===== config.mk =====
export PLATFORM = sky130hd
export DESIGN_NAME = dm_access_ctrl
export DESIGN_NICKNAME = d
export VERILOG_FILES = /design/src/rtl/dm_access_ctrl.sv
export SDC_FILE = /design/constraint.sdc
export NUM_CORES = 1
export LEC_CHECK = 0
export BUFFER_PORTS_ARGS = -buffer_cell sky130_fd_sc_hd__buf_2
export CAP_MARGIN = 20
export CORE_AREA = 2 2 85 87
export DETAILED_ROUTE_END_ITERATION = 8
export DIE_AREA = 0 0 87 89
export GPL_TIMING_DRIVEN = 0
export PLACE_DENSITY = 0.78
export SLEW_MARGIN = 20
export SYNTH_ARGS = -nofsm -noshare
export SYNTH_HDL_FRONTEND = slang
export SYNTH_SLANG_ARGS = --single-unit

===== constraint.sdc =====
create_clock -name clk_i -period 1.82 [get_ports clk_i]
set_input_delay 0.455 -clock clk_i [delete_from_list [all_inputs] [get_ports clk_i]]
set_output_delay 0.455 -clock clk_i [all_outputs]
set_load 0.05 [all_outputs]

===== src/rtl/dm_access_ctrl.sv =====
// ============================================================================
// Module   : dm_access_ctrl
// Purpose  : Arbitrates and sequences the single-port data memory between the
//            MEM-stage CPU port and a DMA/loader port. Optional DMA starvation
//            guard is enabled by defining DM_ARB_STARVE_GUARD_EN.
// Revision : 1.0 - initial release
// ============================================================================
`default_nettype none

module dm_access_ctrl #(
    parameter int LAT        = 2,
    parameter int STARVE_MAX = 4
) (
    input  logic        clk_i,
    input  logic        rst_ni,
    input  logic        cpu_re_i,
    input  logic        cpu_we_i,
    input  logic [15:0] cpu_addr_i,
    input  logic [15:0] cpu_wdata_i,
    output logic [15:0] cpu_rdata_o,
    output logic        cpu_stall_o,
    input  logic        dma_req_i,
    input  logic        dma_we_i,
    input  logic [15:0] dma_addr_i,
    input  logic [15:0] dma_wdata_i,
    output logic [15:0] dma_rdata_o,
    output logic        dma_ack_o,
    output logic [15:0] mem_addr_o,
    output logic [15:0] mem_wdata_o,
    output logic        mem_re_o,
    output logic        mem_we_o,
    input  logic [15:0] mem_rdata_i,
    output logic        busy_o
);

    if (LAT < 1 || LAT > 8 || STARVE_MAX < 1) begin : g_param_check
        $error("dm_access_ctrl: illegal parameter value");
    end

    typedef enum logic [1:0] {
        S_IDLE   = 2'd0,
        S_ACCESS = 2'd1,
        S_DONE   = 2'd2
    } state_t;

    localparam logic [2:0] LAST_CNT = 3'(LAT - 1);

    state_t      state_q, state_d;
    logic        grant_dma_q, grant_dma_d;
    logic        we_q, we_d;
    logic [15:0] addr_q, addr_d;
    logic [15:0] wdata_q, wdata_d;
    logic [2:0]  cnt_q, cnt_d;
    logic [15:0] cpu_rdata_q, cpu_rdata_d;
    logic [15:0] dma_rdata_q, dma_rdata_d;

    logic        cpu_req;
    logic        force_dma;
    logic        pick_dma;

    assign cpu_req  = cpu_re_i | cpu_we_i;
    assign pick_dma = dma_req_i & (~cpu_req | force_dma);

`ifdef DM_ARB_STARVE_GUARD_EN
    localparam int SW = $clog2(STARVE_MAX + 1);

    logic [SW-1:0] starve_q, starve_d;

    assign force_dma = (starve_q == SW'(STARVE_MAX));

    // Counts back-to-back CPU grants that left a DMA request waiting.
    always_comb begin
        starve_d = starve_q;
        if (state_q == S_IDLE) begin
            if (pick_dma) begin
                starve_d = '0;
            end else if (cpu_req) begin
                if (!dma_req_i) begin
                    starve_d = '0;
                end else if (!force_dma) begin
                    starve_d = starve_q + 1'b1;
                end
            end
        end
    end

    always_ff @(posedge clk_i or negedge rst_ni) begin
        if (!rst_ni) begin
            starve_q <= '0;
        end else begin
            starve_q <= starve_d;
        end
    end
`else
    assign force_dma = 1'b0;
`endif

    always_ff @(posedge clk_i or negedge rst_ni) begin
        if (!rst_ni) begin
            state_q     <= S_IDLE;
            grant_dma_q <= 1'b0;
            we_q        <= 1'b0;
            addr_q      <= '0;
            wdata_q     <= '0;
            cnt_q       <= '0;
            cpu_rdata_q <= '0;
            dma_rdata_q <= '0;
        end else begin
            state_q     <= state_d;
            grant_dma_q <= grant_dma_d;
            we_q        <= we_d;
            addr_q      <= addr_d;
            wdata_q     <= wdata_d;
            cnt_q       <= cnt_d;
            cpu_rdata_q <= cpu_rdata_d;
            dma_rdata_q <= dma_rdata_d;
        end
    end

    always_comb begin
        state_d     = state_q;
        grant_dma_d = grant_dma_q;
        we_d        = we_q;
        addr_d      = addr_q;
        wdata_d     = wdata_q;
        cnt_d       = cnt_q;
        cpu_rdata_d = cpu_rdata_q;
        dma_rdata_d = dma_rdata_q;

        case (state_q)
            S_IDLE: begin
                if (cpu_req || dma_req_i) begin
                    state_d = S_ACCESS;
                    cnt_d   = '0;
                    if (pick_dma) begin
                        grant_dma_d = 1'b1;
                        we_d        = dma_we_i;
                        addr_d      = dma_addr_i;
                        wdata_d     = dma_wdata_i;
                    end else begin
                        // Simultaneous re/we from the CPU resolves to a write.
                        grant_dma_d = 1'b0;
                        we_d        = cpu_we_i;
                        addr_d      = cpu_addr_i;
                        wdata_d     = cpu_wdata_i;
                    end
                end
            end
            S_ACCESS: begin
                if (cnt_q == LAST_CNT) begin
                    state_d = S_DONE;
                    cnt_d   = '0;
                    if (!we_q) begin
                        if (grant_dma_q) begin
                            dma_rdata_d = mem_rdata_i;
                        end else begin
                            cpu_rdata_d = mem_rdata_i;
                        end
                    end
                end else begin
                    cnt_d = cnt_q + 3'd1;
                end
            end
            S_DONE: begin
                state_d = S_IDLE;
            end
            default: begin
                state_d = S_IDLE;
            end
        endcase
    end

    assign mem_addr_o  = addr_q;
    assign mem_wdata_o = wdata_q;
    assign mem_re_o    = (state_q == S_ACCESS) & ~we_q;
    assign mem_we_o    = (state_q == S_ACCESS) & we_q;
    assign dma_ack_o   = (state_q == S_DONE) & grant_dma_q;
    assign busy_o      = (state_q != S_IDLE);
    assign cpu_stall_o = cpu_req & ~((state_q == S_DONE) & ~grant_dma_q);
    assign cpu_rdata_o = cpu_rdata_q;
    assign dma_rdata_o = dma_rdata_q;

`ifndef SYNTHESIS
    a_dma_req_held: assert property (@(posedge clk_i) disable iff (!rst_ni)
        (state_q == S_ACCESS && grant_dma_q) |-> dma_req_i);
`endif

endmodule

`default_nettype wire


# ---- Word level (Yosys, flattened, before mapping)
# Index checks and enable logic that the tools add are counted.
dict set report totals {
  reg_bits 71
  inputBits 86
  output_inout_bits 69
}
dict set report op_classes {
  n_addsub 1
  eq_ne 5
  mux 10
  n_bitwise 11
  reduce_logical 9
}
# cell n
set ops {}
lappend ops {{$mux W16} 2}
lappend ops {{$reduce_and A4 Y1} 2}
lappend ops {{$and A1 B1 Y1} 6}
lappend ops {{$mux W3} 2}
lappend ops {{$pmux W3 S2} 1}
lappend ops {{$reduce_and A2 Y1} 3}
lappend ops {{$mux W2} 2}
lappend ops {{$ne A2 B2 Y1 const B} 2}
lappend ops {{$not A1 Y1} 4}
lappend ops {{$pmux W2 S2} 1}
lappend ops {{$reduce_bool A2 Y1} 2}
lappend ops {{$add A3 B1 Y3 const B} 1}
lappend ops {{$eq A3 B1 Y1 const B} 1}
lappend ops {{$eq A2 B1 Y1 const B} 1}
lappend ops {{$eq A2 B2 Y1 const B} 1}
lappend ops {{$logic_not A2 Y1} 1}
lappend ops {{$mux W1} 2}
lappend ops {{$logic_or A1 B1 Y1} 1}
lappend ops {{$or A1 B1 Y1} 1}

# ---- Longest topological paths before layout
dict set report logic_depth {
  ltp_word 4
  ltp_mapped 5
  depth_no_buf 4
}

# ---- Worst setup path after synthesis
# Ideal clock, no wire load.
dict set report synth_timing {
  path_type {register to output}
  from {register state_q[0]}
  to {output port mem_re_o}
  t_arrival_ps 1466
  setup_slack_ps -101
  path_stages_with_launch 4
  path_buffers 1
  cell_sequence {dfrtp_1 -> nor2b_1 -> buf_2 -> nor2b_1}
}
dict set report synth_between {
  elab_chain_cells 2
}
# item line
set synth_rtl {}
lappend synth_rtl {{from (decl)} 48} ;# state_t state_q, state_d;
lappend synth_rtl {{from (signal assigned)} 109} ;# state_q <= state_d;
lappend synth_rtl {{$eq A2 B1 Y1} 175} ;# assign mem_re_o = (state_q == S_ACCESS) & ~we_q;
lappend synth_rtl {{$and A1 B1 Y1} 175}
lappend synth_rtl {{to (decl)} 30} ;# output logic mem_re_o,
# Every way passes these cells.

# ---- Worst setup path after layout
dict set report layout_timing {
  from {register state_q[1]}
  to {output port cpu_stall_o}
}
dict set report layout_between {
  elab_chain_cells 4
}
# item line
set layout_rtl {}
lappend layout_rtl {{$eq A2 B2 Y1} 179} ;# assign cpu_stall_o = cpu_req & ~((state_q == S_DONE) & ~grant_dma_q);
lappend layout_rtl {{$and A1 B1 Y1} 179}
lappend layout_rtl {{$not A1 Y1} 179}
lappend layout_rtl {{$and A1 B1 Y1} 179}
lappend layout_rtl {{to (decl)} 21} ;# output logic cpu_stall_o,
# Every way passes these cells.

==> metrics.csv <==
stage;metric;value;unit
finish;n_fill_cell;571;
critical_path;worstPathArrival;1.28;ns
synth;yosysWarnings;0;
synth;synth-main-ff-cell;dfrtp_1;
timing;finClkSkew;0.00636;ns
global_routing;grt_pass1_wl;12000;um
timing;report.final.setup_viol;0;
finish;fin_cells;478;
synth;synthesis.area;2990;um2
placement;portBuffers;154;
critical_path;crit_chain;nor3b_2 > nor2_2 > clkbuf_4;
critical_path;crit_fanout;6;
detailed_routing;drcViolationCount;0;
finish;diodes;0;
power_and_ir_drop;p_leak;2.06;nW
global_routing;antenna_found_initial;0;
floorplan;core_area;6720;um2
floorplan;ios;155;
synth;yosysSeqAreaShare;59.3;%
timing;fmax;0.575;GHz
timing;slew_violations;0;
synth;ys_types;28;
floorplan;start_util;44.6;%
timing;worstMarginPinSlew;0.481;ns
detailed_routing;vias;2506;
timing;worst_hold_slack;0.0462;ns
global_routing;grt_max_degree;42;
clock_tree;cts_tree;done;
critical_path;critical_path_class;flip-flop to primary output;
detailed_routing;drtPass1Iterations;4;
clock_tree;clock_latency;0.33;ns
critical_path;reg2reg_depth;5;
detailed_routing;drtAntennaViolNets;0;
finish;multiInputGateArea;1160;um2
synth;synth_cells;221;
critical_path;rrSetupSlack;0.16;ns
detailed_routing;via_per_inst;5.24;
timing;fin_ws;0.0808;ns
critical_path;cpMaxStageDelayCell;dfrtp_2;
critical_path;timing.rr.end;cpu_rdata_o[2];
critical_path;end_kind;primary output;
run;maxCapViolations;0;
clock_tree;max-clock-path-buffers;2;
synth;synth-seq-cells;71;
placement;dpl.hpwl;5680;um
power_and_ir_drop;peakVddDrop;0.000887;V
clock_tree;h-tree-depth;3;
timing;hold_viol;0;
clock_tree;numClockSinks;71;
synth;yosysTopAreaCellShare;59.3;%
finish;drive_gt1_share;58.0;%
global_routing;grt_pass1_vias;2510;
timing;period_share;95.6;%
synth;ys_async_sr_fraction;100;%
placement;place_inst;456;
power_and_ir_drop;p_per_area;2290;nW/um2
global_routing;grt_usage;20.0;%
clock_tree;numCtsBuffers;9;
timing;fin_crit;1.74;ns
timing;slew_headroom;68.0;%
finish;area_growth;40.8;%
clock_tree;ctsHoldBuffers;0;
placement;pre_cts_slack;-0.503;ns
floorplan;die_w;87;um
detailed_routing;drt_iter0_markers;53;
clock_tree;cts-root-buf;clkbuf_8;
placement;gp_congestion;0.780;
floorplan;dieArea;7740;um2
critical_path;start_kind;flip-flop;
critical_path;r2r-start;cnt_q[0];
finish;utilization;62.8;%
worst_hold_path;hold_path_class;input pin to async pin;
synth;synth_top_area_cell;dfrtp_1;
clock_tree;path_clk_slew;0.08;ns
status;status;complete, no violations;
floorplan;die_y;89;um
critical_path;cp.required;1.36;ns
detailed_routing;wire_per_inst;16.4;um
timing;rsz0062_at_grt;false;
synth;synth_edf_count;0;
finish;regArea;1780;um2
synth;avgSynthCellArea;13.5;um2
finish;num-nets-final;479;
detailed_routing;wirelength;7820;um
global_routing;grt_overflow;0;
synth;synthesis.nets;307;
synth;synthTopCellsByArea;dfrtp_1, a2bb2oi_1, mux2_2;
floorplan;fp-row-count;30;
critical_path;slowest_delay;0.46;ns
power_and_ir_drop;power;9.64;mW
[final cells by class]
type,count,share of cell area [%]
Clock buffer,10,3.03
Inverter,2,0.178
Multi-Input combinational cell,132,27.6
Clock inverter,6,2.02
Buffer,15,2.11
Sequential cell,71,42.2
Timing Repair Buffer,162,20.5
Tap cell,80,2.37
[cells in the final DEF (no fill, tap or decap), types with 2 or more instances in the layout]
cell type   netlist  layout
clkbuf_1          7       7
dfrtp_1          71      69
buf_2             7     156
nor2_1            8       6
dfrtp_2           0       2
clkbuf_8          0      10
nand2_1           2       2
mux2_2           22      22
a21oi_1           4       4
o21ai_0           2       2
o22ai_1          32      32
clkinv_2          0       2
nor2b_4           0       2
buf_4             0       8
a31oi_1           3       3
bufinv_16         0       2
buf_6             2       3
mux2_4           10      10
a2bb2oi_1        32      32
clkinvlp_4        0       2
inv_1             2       2
nor2_4            0       2
[how the worst max path moves through the flow]
stage,from,end,depth (start not counted)
CTS,state_q[0],mem_we_o,4
detailed placement,cpu_we_i,cpu_stall_o,5
global route,grant_dma_q,dma_ack_o,2
floorplan,cpu_we_i,cpu_stall_o,3
global placement,cpu_we_i,cpu_stall_o,5
finish,state_q[1],cpu_stall_o,3
[synthesized netlist by cell type (2+ instances only)]
cell and count:
a21oi_1 4, a2bb2oi_1 32, a31oi_1 3, and2_1 2, buf_2 7, buf_6 2, clkbuf_1 7, dfrtp_1 71
inv_1 2, mux2_2 22, mux2_4 10, nand2_1 2, nor2_1 8, nor2b_1 3, o21ai_0 2, o22ai_1 32
[power breakdown]
group | total, mW | switching (mW) | internal, mW
Combinational | 5.45 | 3.74 | 1.71
Sequential | 2.84 | 0.488 | 2.36
Clock | 1.35 | 0.585 | 0.768
[critical path, delay by kind of cell (launching register included)]
| kind | cells | cell delay [ns] |
|---|---|---|
| DFF | 1 | 0.46 |
| and+or+nand+nor | 2 | 0.26 |
| buffers and inverters | 1 | 0.24 |
[timing repair]
| action | CTS | global route |
|---|---|---|
| gates resized for setup | 15 | 4 |
| buffers inserted | 1 | 6 |
| setup endpoints to repair | 4 | 6 |
| pin swaps | 0 | 2 |
[state kept, by name, indices dropped and copies added (netlist names)]
name / flops
cnt_q: 3
cpu_rdata_o: 16
dma_rdata_o: 16
grant_dma_q: 1
mem_addr_o: 16
mem_wdata_o: 16
state_q: 2
we_q: 1
[layer usage]
metal	track usage, %	routed length, um	vias up
li1	-	-	1191
met4	8.38	165	0
met5	0	0	-
met2	34.6	4070	73
met1	25.0	3310	1228
met3	3.32	273	14
[stage by stage]
stage / TNS, ns / instance area (um2)
finish: 0 / 4220
global route: 0 / 4220
CTS: -0.00232 / 4160
detailed placement: -3.76 / 3890
global placement: -7.06 / 3870
floorplan: 0 / 3000
[cells by family after synthesis]
logic type / synth area share, %
mux: 13.6
flops: 59.3
simple gates: 5.77
compound gates: 18.2
buf+inv: 3.05
Power figures use the tool's default switching activity.
